`src/rtl/pc_pkg.sv`:
```
// Shared types and constants for the program-counter sequencer and its
// branch target table.
package pc_pkg;

  // Sequencer operating states.
  typedef enum logic [1:0] {
    IDLE = 2'd0,
    RUN  = 2'd1,
    HALT = 2'd2
  } pc_state_t;

  // The target table is indexed by the 3-bit how_high field, so it has
  // exactly eight entries.
  localparam int N_TGT     = 8;
  localparam int TGT_IDX_W = 3;

  // Power-on branch offsets, two's complement. The table truncates them to
  // its own width on reset.
  localparam int TGT_DEFAULT [N_TGT] = '{2, 10, 22, -30, 314, -316, 346, -352};

  // 16-bit saturating increment used by the taken-branch counter.
  function automatic logic [15:0] sat_inc16(input logic [15:0] value);
    if (value == 16'hFFFF) begin
      return value;
    end
    return value + 16'd1;
  endfunction

endpackage

```
`src/rtl/pc_sequencer_branch_target_table.sv`:
```
// Runtime-loadable branch offset table: N_TGT entries of D bits, async
// reset to the default offsets, one write port, one combinational read port.
module branch_target_table
  import pc_pkg::*;
#(
  parameter int D = 12
) (
  input  logic                 clk,
  input  logic                 rst_n,
  input  logic                 we,
  input  logic [TGT_IDX_W-1:0] waddr,
  input  logic [D-1:0]         wdata,
  input  logic [TGT_IDX_W-1:0] raddr,
  output logic [D-1:0]         rdata
);

  logic [D-1:0] mem [N_TGT];

  // Entry storage: defaults on reset, otherwise a single write per edge.
  // Whether a write is allowed at all is decided by the sequencer.
  always_ff @(posedge clk or negedge rst_n) begin
    if (!rst_n) begin
      for (int i = 0; i < N_TGT; i++) begin
        mem[i] <= D'(TGT_DEFAULT[i]);
      end
    end else if (we) begin
      mem[waddr] <= wdata;
    end
  end

  // Read is purely combinational so a branch sees the offset in the same
  // cycle that how_high is presented.
  assign rdata = mem[raddr];

endmodule

```
`src/rtl/pc_sequencer.sv`:
```
// Program-counter controller: owns the PC register and steps it through
// sequential fetch, relative branches via the target table, stall and halt.
// The FSM state is exported on fsm_state so checkers can observe it.
module pc_sequencer
  import pc_pkg::*;
#(
  parameter int D        = 12,
  parameter int START_PC = 0
) (
  input  logic                 Clk,
  input  logic                 Reset_n,
  input  logic                 start,
  input  logic                 stall,
  input  logic                 halt_in,
  input  logic                 branch_en,
  input  logic                 branch_taken,
  input  logic [TGT_IDX_W-1:0] how_high,
  input  logic                 cfg_we,
  input  logic [TGT_IDX_W-1:0] cfg_addr,
  input  logic [D-1:0]         cfg_data,
  output logic [D-1:0]         prog_ctr,
  output logic                 running,
  output logic                 done,
  output logic [15:0]          br_count,
  output logic [1:0]           fsm_state
);

  localparam logic [1:0] S_IDLE = IDLE;
  localparam logic [1:0] S_RUN  = RUN;
  localparam logic [1:0] S_HALT = HALT;

  localparam logic [D-1:0] START_ADDR = D'(START_PC);

  logic [1:0]   state;
  logic [1:0]   state_n;
  logic [D-1:0] pc_n;
  logic [15:0]  br_n;
  logic [D-1:0] tgt_off;
  logic         tbl_we;

  // The table may only be reconfigured while the core is not executing;
  // writes attempted during RUN are silently dropped.
  assign tbl_we = cfg_we && (state != S_RUN);

  branch_target_table #(
    .D (D)
  ) u_tgt (
    .clk   (Clk),
    .rst_n (Reset_n),
    .we    (tbl_we),
    .waddr (cfg_addr),
    .wdata (cfg_data),
    .raddr (how_high),
    .rdata (tgt_off)
  );

  // Next-state and next-PC selection. In RUN the priority is
  // stall > halt > taken branch > sequential increment. PC arithmetic is
  // D bits wide with the carry dropped, so it wraps naturally.
  always_comb begin
    state_n = state;
    pc_n    = prog_ctr;
    br_n    = br_count;
    case (state)
      S_IDLE: begin
        if (start) begin
          state_n = S_RUN;
          pc_n    = START_ADDR;
          br_n    = 16'd0;
        end
      end
      S_RUN: begin
        if (stall) begin
          // Everything frozen; halt and branch inputs are ignored.
          state_n = S_RUN;
        end else if (halt_in) begin
          // PC stays on the halt instruction.
          state_n = S_HALT;
        end else if (branch_en && branch_taken) begin
          pc_n = prog_ctr + tgt_off;
          br_n = sat_inc16(br_count);
        end else begin
          pc_n = prog_ctr + D'(1);
        end
      end
      S_HALT: begin
        if (start) begin
          state_n = S_RUN;
          pc_n    = START_ADDR;
          br_n    = 16'd0;
        end
      end
      default: begin
        state_n = S_IDLE;
        pc_n    = START_ADDR;
        br_n    = 16'd0;
      end
    endcase
  end

  // State, PC and branch counter registers.
  always_ff @(posedge Clk or negedge Reset_n) begin
    if (!Reset_n) begin
      state    <= S_IDLE;
      prog_ctr <= START_ADDR;
      br_count <= 16'd0;
    end else begin
      state    <= state_n;
      prog_ctr <= pc_n;
      br_count <= br_n;
    end
  end

  assign running   = (state == S_RUN);
  assign done      = (state == S_HALT);
  assign fsm_state = state;

endmodule

```
`config.mk`:
```
export PLATFORM = sky130hd
export DESIGN_NAME = pc_sequencer
export DESIGN_NICKNAME = d
export VERILOG_FILES = /design/src/rtl/pc_pkg.sv /design/src/rtl/pc_sequencer_branch_target_table.sv /design/src/rtl/pc_sequencer.sv
export SDC_FILE = /design/constraint.sdc
export NUM_CORES = 1
export LEC_CHECK = 0
export ABC_CLOCK_PERIOD_IN_PS = 2750
export BUFFER_PORTS_ARGS = -buffer_cell sky130_fd_sc_hd__buf_2
export CAP_MARGIN = 10
export CORE_AREA = 2 2 148 150
export DETAILED_ROUTE_END_ITERATION = 6
export DIE_AREA = 0 0 150 152
export MAX_ROUTING_LAYER = met4
export PLACE_DENSITY = 0.51
export SLEW_MARGIN = 40
export SYNTH_ARGS = -nofsm -noshare
export SYNTH_HDL_FRONTEND = slang
export SYNTH_SLANG_ARGS = --single-unit
```
`constraint.sdc`:
```
create_clock -name Clk -period 2.75 [get_ports Clk]
set_input_delay 0.825 -clock Clk [delete_from_list [all_inputs] [get_ports Clk]]
set_output_delay 0.825 -clock Clk [all_outputs]
set_load 0.05 [all_outputs]
```
==> flow_summary_export.csv <==
group,metric,value,unit
status,status,"finished with violations",
status,violations,"negative setup slack",
place,port_buffers,57,
clocking,clock_tree.root_cell,"clkbuf_16",
clocking,clk_path_buf_depth,2,
synth,ys.flop_type,"dfrtp_1",
worst_setup_path,critPathArrivalTime,3.28,ns
worst_setup_path,timing.rr.start,"u_tgt.mem[1]$_DFFE_PN0P_",
cells_and_area,drive_gt1_frac,0.557,
cells_and_area,areaGrowthSynthToFinish,28.5,%
drt,vias_per_cell,4.84,
floorplanning,core,21400,µm²
floorplanning,io_pins,58,
worst_setup_path,cp_common_cell,"buf_12",
synth,synth_common_cells,"96 x mux2_2, 91 x dfrtp_1, 35 x dfstp_2",
sta,setup_ws,-0.181,ns
worst_setup_path,max_stage_delay,0.50,ns
synth,yosysSeqAreaShare,0.514,
synth,synth_edf_count,0,
worst_setup_path,regToRegSetupSlack,0.05,ns
worst_setup_path,rr_endpoint,"prog_ctr[11]$_DFFE_PN0P_",
worst_setup_path,cpMaxStageDelayCell,"mux4_2",
clocking,cts.clk_slew.worst_paths,0.06,ns
synth,netlist_instances,454,
floorplanning,start_util,0.291,
power,leakagePower,0.00354,µW
power,finalPower,7690,µW
place,place_area,7210,µm²
clocking,postCtsHoldBufs,0,
drt,vias,4146,
drt,drtIter0Drc,153,
synth,synth_top_area_frac,0.366,
sta,worst_slew_pin_slew,0.530,ns
grt,grt_start_max_net_pins,49,
place,dp_cells,818,
cells_and_area,fin_cells,857,
grt,grt_pass1_vias,4471,
synth,synth_nets,493,
drt,drtPass1Iterations,4,
sta,fin_crit,2.93,ns
sta,hold_ws,0.374,ns
sta,fmax,341,MHz
place,dpl.hpwl,10400,µm
worst_setup_path,crit_required,3.10,ns
drt,ant_nets,0,
clocking,htreeDepth,4,
worst_setup_path,path_cells,"buf_12, buf_12, clkbuf_16, mux4_2, mux2i_2, nor2_1, ha_4, a21oi_2, o211ai_1, a41oi_1, or3_1, a21o_1, nand3_1",
drt,finalWirelength,14900,µm
synth,ys_types,48,
place,gp_congestion,0.817,
floorplanning,die_height,152,µm
grt,gr-total-overflow,0,
synth,ys_ff_latch,126,
sta,finClkSkew,0.00622,ns
worst_setup_path,critPathLaunchType,"primary input",
clocking,cts_buffers,17,
sta,relSlewSlack,0.646,
grt,antenna_found_initial,2,
sta,finalCritPeriodShare,1.07,
power,peakVddDrop,0.398,mV
worst_setup_path,r2r_cells,11,
min_path,hold_path.class,"primary input to async pin",
worst_setup_path,crit_family,"multiplexers",
drt,wl_per_cell,17.4,µm
sta,hold_viol_final,0,
cells_and_area,stdcell_area,8000,µm²
synth,synthTopCellsByArea,"dfrtp_1 37%, mux2_2 17%, dfstp_2 15%, mux4_2 8.7%, ha_1 2.4%",
clocking,cts_tree,"yes",
synth,syn_area_per_cell,13.7,µm²
synth,yosysMostFrequentCell,"mux2_2",
sta,rsz0062_at_grt,"yes",
place,pre_cts_ws,-0.850,ns
sta,finalMaxSlewViolations,0,
worst_setup_path,cp_max_fo,6,
synth,yosysTopAreaCell,"dfrtp_1",
worst_setup_path,path_buf_inv,3,
synth,syn_area,6220,µm²
clocking,cts_sinks,126,
floorplanning,rows,54,
synth,ys_warn_count,0,
worst_setup_path,crit_path_end_kind,"flip-flop",
flow_run,drv_cap,0,
clocking,insertion_delay,0.41,ns
synth,async_reset_ff_frac,1.00,
grt,grt_pass1_wl,24000,µm
floorplanning,die_area,22800,µm²
drt,drc,0,
grt,grtUsageTotal,0.140,
cells_and_area,final_net_count,601,
worst_setup_path,critPathKind,"primary input to flip-flop",
floorplanning,die_w,150,µm
sta,setup_viol,7,
power,power_density,962,nW/µm²
[how the worst max path moves through the flow]
stage	start	end	cells past startpoint	slack (ns)
4_1_cts	how_high[0]	prog_ctr[10]$_DFFE_PN0P_	13	-0.16
5_1_grt	how_high[0]	prog_ctr[11]$_DFFE_PN0P_	13	-0.31
6_report	how_high[0]	prog_ctr[11]$_DFFE_PN0P_	13	-0.18
3_3_place_gp	how_high[0]	prog_ctr[6]$_DFFE_PN0P_	13	-0.77
3_5_place_dp	how_high[0]	prog_ctr[11]$_DFFE_PN0P_	12	-0.85
2_1_floorplan	how_high[0]	prog_ctr[11]$_DFFE_PN0P_	12	-0.38
[timing repair]
action	in CTS	in global routing
pin swaps	3	5
gates cloned	0	1
resized for setup	17	7
setup endpoints to repair	8	8
setup buffers	3	1
[layout by cell type (no fill, tap or decap), types with 7 or more instances in the layout]
| cell type | Yosys | final |
|---|---|---|
| buf_4 | 0 | 43 |
| xnor2_1 | 9 | 9 |
| nand2_1 | 17 | 17 |
| mux4_2 | 24 | 24 |
| mux2_2 | 96 | 96 |
| clkbuf_16 | 0 | 18 |
| ha_1 | 12 | 10 |
| buf_2 | 5 | 55 |
| xor2_1 | 12 | 12 |
| dfstp_2 | 35 | 35 |
| dfrtp_1 | 91 | 91 |
| buf_12 | 0 | 7 |
| nor2_1 | 31 | 31 |
| mux2i_1 | 12 | 8 |
| a22o_1 | 10 | 10 |
[sequential cells by signal, indices dropped and copies added (netlist names)]
register,count
u_tgt.mem,96
br_count,16
prog_ctr,12
fsm_state,2
[per-layer routing]
layer	vias to the layer above	GRT usage	part of all wire
li1	1916	-	-
met1	2133	0.169	0.44
met2	77	0.230	0.52
met3	20	0.0300	0.027
met4	0	0.0521	0.017
met5	-	-	0
[cell type report]
type,instances,area [µm²]
Antenna cell,2,5.00
Clock buffer,22,464
Clock inverter,10,138
Fill cell,2071,13400
Inverter,2,7.51
Multi-Input combinational cell,305,3030
Sequential cell,126,3200
Tap cell,280,350
Timing Repair Buffer,110,812
[where the power goes]
part           switching, µW  internal, µW  leakage [µW]
combinational           1000          1220       0.00173
sequential               402          2780       0.00152
clock                    807          1470      0.000290
total                   2210          5480       0.00354
[per-stage QoR]
stage | utilization | TNS, ns
after floorplan | - | -2.31
after global placement | 0.338 | -6.43
after detailed placement | 0.338 | -7.10
after CTS | 0.371 | -0.675
after global routing | 0.375 | -1.56
final | 0.375 | -0.684
[cell families after synthesis]
kind of cell / count (synthesis) / share of synthesized area
mux: 132 / 0.280
flops: 126 / 0.514
simple gates: 87 / 0.0716
compound gates: 52 / 0.0619
buf+inv: 23 / 0.0161
xor+xnor: 21 / 0.0296
fa+ha+maj: 13 / 0.0273
Power figures use the tool's default switching activity.
